`config.mk`:
```
export PLATFORM = sky130hd
export DESIGN_NAME = dma_mc_controller
export DESIGN_NICKNAME = d
export VERILOG_FILES = /design/src/rtl/dma_mc_pkg.sv /design/src/rtl/dma_mc_arbiter.sv /design/src/rtl/dma_mc_controller.sv
export SDC_FILE = /design/constraint.sdc
export NUM_CORES = 1
export LEC_CHECK = 0
export ABC_AREA = 1
export BUFFER_PORTS_ARGS = -buffer_cell sky130_fd_sc_hd__buf_2
export CAP_MARGIN = 20
export CORE_MARGIN = 2
export CORE_UTILIZATION = 37
export CTS_BUF_LIST = sky130_fd_sc_hd__clkbuf_4
export DETAILED_ROUTE_END_ITERATION = 16
export HOLD_SLACK_MARGIN = 0.03
export PLACE_DENSITY = 0.6
export SYNTH_ARGS = -nofsm -noshare
export SYNTH_HDL_FRONTEND = slang
export SYNTH_SLANG_ARGS = --single-unit
```
`constraint.sdc`:
```
create_clock -name clk -period 6.5 [get_ports clk]
set_input_delay 0.65 -clock clk [delete_from_list [all_inputs] [get_ports clk]]
set_output_delay 0.65 -clock clk [all_outputs]
set_load 0.005 [all_outputs]
```
`src/rtl/dma_mc_pkg.sv`:
```
// Shared types for the multi-channel DMA controller: FSM states, direction
// encoding and the memory write-enable pattern.
package dma_mc_pkg;
    typedef enum logic [3:0] {
        S_IDLE, S_ARB, S_RD_MEM, S_RD_CAP, S_RD_DEV,
        S_WR_DEV, S_WR_MEM, S_STEP, S_DONE, S_ERR
    } state_t;

    typedef enum logic {
        DIR_WR = 1'b0,
        DIR_RD = 1'b1
    } dir_t;

    localparam logic [1:0] DMA_WE_WORD = 2'b11;
endpackage

```
`src/rtl/dma_mc_arbiter.sv`:
```
// Channel arbiter: fixed priority (lowest index) by default, round-robin
// starting after the last grant when DMA_MC_RR_ARB_EN is defined.
module dma_mc_arbiter
    import dma_mc_pkg::*;
#(
    parameter  int NUM_CH = 4,
    localparam int IDX_W  = $clog2(NUM_CH)
) (
    input  logic              clk,
    input  logic              reset,
    input  logic [NUM_CH-1:0] req,
    input  logic              advance,
    output logic [NUM_CH-1:0] grant,
    output logic [IDX_W-1:0]  idx
);
`ifdef DMA_MC_RR_ARB_EN
    logic [IDX_W-1:0] ptr;

    // Walk downward so the candidate closest to ptr is the one left standing.
    always_comb begin
        int c;
        c     = 0;
        idx   = '0;
        grant = '0;
        for (int i = NUM_CH - 1; i >= 0; i--) begin
            c = (int'(ptr) + i) % NUM_CH;
            if (req[c]) idx = IDX_W'(c);
        end
        if (|req) grant[idx] = 1'b1;
    end

    always_ff @(posedge clk or posedge reset) begin
        if (reset)
            ptr <= '0;
        else if (advance && |req)
            ptr <= (idx == IDX_W'(NUM_CH - 1)) ? '0 : idx + IDX_W'(1);
    end
`else
    logic unused_rr;
    assign unused_rr = ^{clk, reset, advance};

    always_comb begin
        idx   = '0;
        grant = '0;
        for (int i = NUM_CH - 1; i >= 0; i--)
            if (req[i]) idx = IDX_W'(i);
        if (|req) grant[idx] = 1'b1;
    end
`endif
endmodule

```
`src/rtl/dma_mc_controller.sv`:
```
// Multi-channel DMA engine for the openMSP430 DMA port: per-channel saved
// contexts, burst-bounded arbitration (DMA_MC_RR_ARB_EN selects round-robin).
module dma_mc_controller
    import dma_mc_pkg::*;
#(
    parameter int NUM_CH    = 4,
    parameter int ADD_LEN   = 15,
    parameter int DATA_LEN  = 16,
    parameter int CNT_LEN   = 16,
    parameter int BURST_LEN = 8
) (
    input  logic                         clk,
    input  logic                         reset,
    input  logic [NUM_CH-1:0]            ch_rqst,
    input  logic [NUM_CH-1:0]            ch_rd_wr,
    input  logic [NUM_CH*ADD_LEN-1:0]    ch_start_addr,
    input  logic [NUM_CH*CNT_LEN-1:0]    ch_num_words,
    input  logic [NUM_CH*DATA_LEN-1:0]   dev_in,
    input  logic [NUM_CH-1:0]            dev_valid,
    input  logic [NUM_CH-1:0]            dev_ready,
    output logic [DATA_LEN-1:0]          dev_out,
    output logic [NUM_CH-1:0]            dev_out_valid,
    output logic [NUM_CH-1:0]            dev_in_ack,
    output logic [NUM_CH-1:0]            ch_busy,
    output logic [NUM_CH-1:0]            ch_done,
    output logic [NUM_CH-1:0]            ch_err,
    input  logic [DATA_LEN-1:0]          dma_in,
    input  logic                         dma_ready,
    input  logic                         dma_resp,
    output logic [ADD_LEN-1:0]           dma_addr,
    output logic [DATA_LEN-1:0]          dma_out,
    output logic                         dma_en,
    output logic [1:0]                   dma_we,
    output logic                         dma_priority
);
    localparam int IDX_W = $clog2(NUM_CH);
    localparam int BW    = $clog2(BURST_LEN + 1);

    state_t              state;
    logic [ADD_LEN-1:0]  ctx_addr [NUM_CH];
    logic [CNT_LEN-1:0]  ctx_rem  [NUM_CH];
    logic [NUM_CH-1:0]   ctx_dir;
    logic [NUM_CH-1:0]   rqst_q;
    logic [IDX_W-1:0]    gidx;
    logic [NUM_CH-1:0]   g_oh;
    logic [BW-1:0]       burst;
    logic [NUM_CH-1:0]   arb_grant;
    logic [IDX_W-1:0]    arb_idx;

    assign dma_priority = 1'b0;

    dma_mc_arbiter #(.NUM_CH(NUM_CH)) u_arb (
        .clk     (clk),
        .reset   (reset),
        .req     (ch_busy),
        .advance (state == S_ARB),
        .grant   (arb_grant),
        .idx     (arb_idx)
    );

    always_ff @(posedge clk or posedge reset) begin
        if (reset) begin
            state         <= S_IDLE;
            gidx          <= '0;
            g_oh          <= '0;
            burst         <= '0;
            rqst_q        <= '0;
            ch_busy       <= '0;
            ctx_dir       <= '0;
            for (int c = 0; c < NUM_CH; c++) begin
                ctx_addr[c] <= '0;
                ctx_rem[c]  <= '0;
            end
            dma_en        <= 1'b0;
            dma_we        <= '0;
            dma_addr      <= '0;
            dma_out       <= '0;
            dev_out       <= '0;
            dev_out_valid <= '0;
            dev_in_ack    <= '0;
            ch_done       <= '0;
            ch_err        <= '0;
        end else begin
            rqst_q     <= ch_rqst;
            dev_in_ack <= '0;
            ch_done    <= '0;
            ch_err     <= '0;

            // Loads only touch idle channels, so they never collide with the FSM.
            for (int c = 0; c < NUM_CH; c++) begin
                if (ch_rqst[c] && !rqst_q[c] && !ch_busy[c]) begin
                    if (ch_num_words[c*CNT_LEN +: CNT_LEN] == '0) begin
                        ch_err[c] <= 1'b1;
                    end else begin
                        ctx_addr[c] <= ch_start_addr[c*ADD_LEN +: ADD_LEN];
                        ctx_rem[c]  <= ch_num_words[c*CNT_LEN +: CNT_LEN];
                        ctx_dir[c]  <= ch_rd_wr[c];
                        ch_busy[c]  <= 1'b1;
                    end
                end
            end

            case (state)
                S_IDLE: if (|ch_busy) state <= S_ARB;
                S_ARB: begin
                    if (|ch_busy) begin
                        gidx  <= arb_idx;
                        g_oh  <= arb_grant;
                        burst <= '0;
                        if (dir_t'(ctx_dir[arb_idx]) == DIR_RD) begin
                            state    <= S_RD_MEM;
                            dma_en   <= 1'b1;
                            dma_addr <= ctx_addr[arb_idx];
                        end else begin
                            state <= S_WR_DEV;
                        end
                    end else begin
                        state <= S_IDLE;
                    end
                end
                S_RD_MEM, S_WR_MEM: begin
                    if (dma_resp || dma_ready) begin
                        dma_en   <= 1'b0;
                        dma_we   <= '0;
                        dma_addr <= '0;
                        dma_out  <= '0;
                        if (dma_resp)               state <= S_ERR;
                        else if (state == S_RD_MEM) state <= S_RD_CAP;
                        else                        state <= S_STEP;
                    end
                end
                // Memory returns read data the cycle after the accepted access.
                S_RD_CAP: begin
                    dev_out       <= dma_in;
                    dev_out_valid <= g_oh;
                    state         <= S_RD_DEV;
                end
                S_RD_DEV: begin
                    if (dev_ready[gidx]) begin
                        dev_out       <= '0;
                        dev_out_valid <= '0;
                        state         <= S_STEP;
                    end
                end
                S_WR_DEV: begin
                    if (dev_valid[gidx]) begin
                        dev_in_ack <= g_oh;
                        dma_en     <= 1'b1;
                        dma_we     <= DMA_WE_WORD;
                        dma_addr   <= ctx_addr[gidx];
                        dma_out    <= dev_in[gidx*DATA_LEN +: DATA_LEN];
                        state      <= S_WR_MEM;
                    end
                end
                S_STEP: begin
                    ctx_addr[gidx] <= ctx_addr[gidx] + ADD_LEN'(1);
                    ctx_rem[gidx]  <= ctx_rem[gidx] - CNT_LEN'(1);
                    burst          <= burst + BW'(1);
                    if (ctx_rem[gidx] == CNT_LEN'(1)) begin
                        state <= S_DONE;
                    end else if (burst + BW'(1) == BW'(BURST_LEN)) begin
                        state <= S_ARB;
                    end else if (dir_t'(ctx_dir[gidx]) == DIR_RD) begin
                        state    <= S_RD_MEM;
                        dma_en   <= 1'b1;
                        dma_addr <= ctx_addr[gidx] + ADD_LEN'(1);
                    end else begin
                        state <= S_WR_DEV;
                    end
                end
                S_DONE: begin
                    ch_done[gidx] <= 1'b1;
                    ch_busy[gidx] <= 1'b0;
                    state         <= S_IDLE;
                end
                S_ERR: begin
                    ch_err[gidx]  <= 1'b1;
                    ch_busy[gidx] <= 1'b0;
                    state         <= S_IDLE;
                end
                default: state <= S_IDLE;
            endcase
        end
    end
endmodule

```
==> impl_metrics.tcl <==
set metrics [dict create \
    run_status "complete, no violations" \
    relSlewSlack 0.265 \
    synthFlopType "dfrtp_1" \
    drive_gt1_frac 0.228 \
    grt_pass1_wl_um 77500 \
    place_area_mm2 0.0145 \
    fp.dieArea_mm2 0.0360 \
    synth_top_area_share 0.421 \
    min_path_type "input pin to flop" \
    fp.dieW_um 190 \
    grt_max_degree 154 \
    rows 68 \
    wl_per_cell_um 20.1 \
    ir_drop_uv 177 \
    critPathSlowestCell "dfrtp_1" \
    final_design_area_no_fill_mm2 0.0153 \
    vias 13800 \
    syn2layout_area_growth_pct 19.8 \
    dr.pass1.iters 7 \
    clock.fmax_ghz 0.257 \
    vias_per_cell 5.44 \
    cp_data_arrival_time_ps 4480 \
    min_path_cells 1 \
    setup_violations 0 \
    end_kind "flop" \
    place_inst 2431 \
    synth-seq-cells 215 \
    dp_hpwl_um 36000 \
    synthesis.nets 1990 \
    async_flop_share 1.00 \
    antenna_found_initial 1 \
    worstPathCellList "buf_4 > inv_4 > nand2_4 > inv_2 > nand2_1 > and2_0 > inv_1 > nor2_2 > inv_1 > ha_1 > inv_1 > nor2_1 > nand2_1 > nor2_2 > nand3_2 > nand2_2 > inv_2 > nand2_1 > nand2_1" \
    tns_ps 0 \
    fp.dieH_um 190 \
    post_cts_resized 0 \
    synthCells 1762 \
    cpPeakStageDelay_ps 590 \
    clkTransAtPathRegs_ps 80 \
    synth_top_cells_by_count "nand2_1, dfrtp_1, o21ai_0" \
    fin_nets 2270 \
    yosysUniqueCellTypes 53 \
    critPathLaunchType "flop" \
    cpMostUsedCell "nand2_1" \
    yosysWarningCount 0 \
    postRouteAntennaNets 0 \
    cp_max_fo 26 \
    drt_iter0_markers 1187 \
    tightest_slew_ps 1100 \
    min_period_over_period 0.599 \
    yosys.area.top_type "dfrtp_1" \
    core-area_mm2 0.0343 \
    cts_max_path_buffers 3 \
    clkLatencyLatePin_ps 710 \
    crit_type "flop to flop" \
    grt_pass1_vias 13400 \
    synth_edf_count 0 \
    power.density_mw_per_mm2 474 \
    clkSinkCount 215 \
    synth.area.top_cells "dfrtp_1, nand2_1, o21ai_0, a21oi_1, nand3_1" \
    syn_area_mm2 0.0128 \
    gp_routability_congestion 0.923 \
    final_max_slew_viol_count 0 \
    fin_worst_skew_ps 42.0 \
    fin_ws_ps 2610 \
    io-pin-count 295 \
    hold_violations 0 \
    drc 0 \
    rsz0062_at_grt "false" \
    finalCriticalPeriod_ps 3890 \
    io_buffer_count 293 \
    grt_overflow 0 \
    seq_area_frac_synth 0.421 \
    wirelength_um 51000 \
    ctsHtreeMaxLevel 2 \
    initial_utilization 0.372 \
    syn_area_per_cell_um2 7.25 \
    yosysMostFrequentCell "nand2_1" \
    crit_required_ps 7090 \
    numCtsBuffers 60 \
    clockRootBuffer "clkbuf_4" \
    p_leak_nw 7.60 \
    pre_cts_slack_ps 2710 \
    final_cells 2539 \
    tritoncts "built" \
    r2r_cells 19 \
    maxCapViolCount 0 \
    grtUsageTotal 0.279 \
]
==> cell usage in the layout (no fill, tap or decap), types with 4 or more instances in the layout <==
cell type and n:
a21oi_1 121, a221oi_1 16, a22o_1 16, a31o_1 6, buf_2 293, buf_4 21, clkbuf_4 86, clkinv_1 12
clkinv_2 4, dfrtp_1 214, ha_1 4, inv_1 122, inv_2 11, nand2_1 499, nand2_2 9, nand3_1 112
nand3_2 4, nand4_1 5, nor2_1 133, nor2_2 16, nor2_4 6, o211ai_1 34, o21ai_0 165, o21ai_1 52
o22ai_1 67, xor2_1 5
==> area by class of cell <==
cell class | instances | area, µm²
Tap cell | 455 | 569
Fill cell | 3558 | 19000
Sequential cell | 215 | 5380
Inverter | 136 | 522
Timing Repair Buffer | 319 | 1700
Multi-Input combinational cell | 1310 | 6380
Antenna cell | 1 | 2.50
Clock buffer | 86 | 646
Clock inverter | 17 | 95.1
==> cells by family (layout without fill, tap and decap cells) <==
kind of cell / Yosys count / after routing / share of synthesized area
other: 1 / 2 / 0.000294
adder cells (fa/ha/maj): 4 / 4 / 0.00392
buffers and inverters: 237 / 558 / 0.0798
multiplexers: 1 / 1 / 0.000882
AO/OA/AOI/OAI: 488 / 488 / 0.219
XOR/XNOR: 9 / 9 / 0.00735
AND/OR/NAND/NOR: 807 / 807 / 0.268
flip-flops: 215 / 215 / 0.421
==> repair_timing <==
item,in CTS,in global routing
hold endpoints to repair,3,0
hold buffers,3,0
setup buffers,0,0
==> where the power goes <==
part | switching, mW | leakage, nW | internal (mW) | total [mW]
clock network | 0.606 | 0.450 | 0.642 | 1.25
logic | 2.53 | 4.66 | 1.23 | 3.77
registers | 0.371 | 2.48 | 1.86 | 2.23
==> sequential cells by signal, indices dropped and copies added, names as in the netlist <==
| signal | count |
|---|---|
| ch_busy | 4 |
| dma_we | 1 |
| ch_done | 4 |
| dev_out_valid | 4 |
| dma_addr | 15 |
| ch_err | 4 |
| burst | 4 |
| state | 4 |
| dev_in_ack | 4 |
| ctx_dir | 4 |
| dev_out | 16 |
| gidx | 2 |
| rqst_q | 4 |
| ctx_rem | 64 |
| g_oh | 4 |
| ctx_addr | 60 |
| dma_out | 16 |
| dma_en | 1 |
==> worst paths after layout <==
check / startpoint / endpoint / slack (ps)
max: gidx[1] / dma_addr[10] / 2610
min: ch_rqst[0] / rqst_q[0] / 120
max reg2reg: gidx[1] / dma_addr[10] / 2610
min reg2reg: rqst_q[2] / ch_err[2] / 480
max in group asynchronous: reset / ctx_addr[16] / 4860
min in group asynchronous: reset / dma_out[5] / 210
==> critical path, delay by kind of cell, from the launching register on <==
family | cells | cell delay [ps]
AND/OR/NAND/NOR | 11 | 1530
flip-flops | 1 | 590
buffers and inverters | 7 | 1420
adder cells (fa/ha/maj) | 1 | 190
==> per-stage QoR <==
step | util | hold slack [ps] | power [mW]
final | 0.446 | 117 | 7.25
after global routing | 0.446 | 66.8 | 7.88
after CTS | 0.445 | 73.6 | 7.24
after detailed placement | 0.423 | 464 | 5.96
after global placement | 0.423 | 468 | 5.91
after floorplan | - | 450 | 4.80
==> per-layer routing <==
layer	part of all wire	vias up	GRT usage	wire length, µm
met3	0.099	118	0.0707	5060
li1	-	6519	-	-
met4	0.032	0	0.0945	1620
met5	0	-	0	0
met1	0.41	6434	0.364	21100
met2	0.45	752	0.453	23200
No activity file was read; power rests on OpenSTA's default activity.
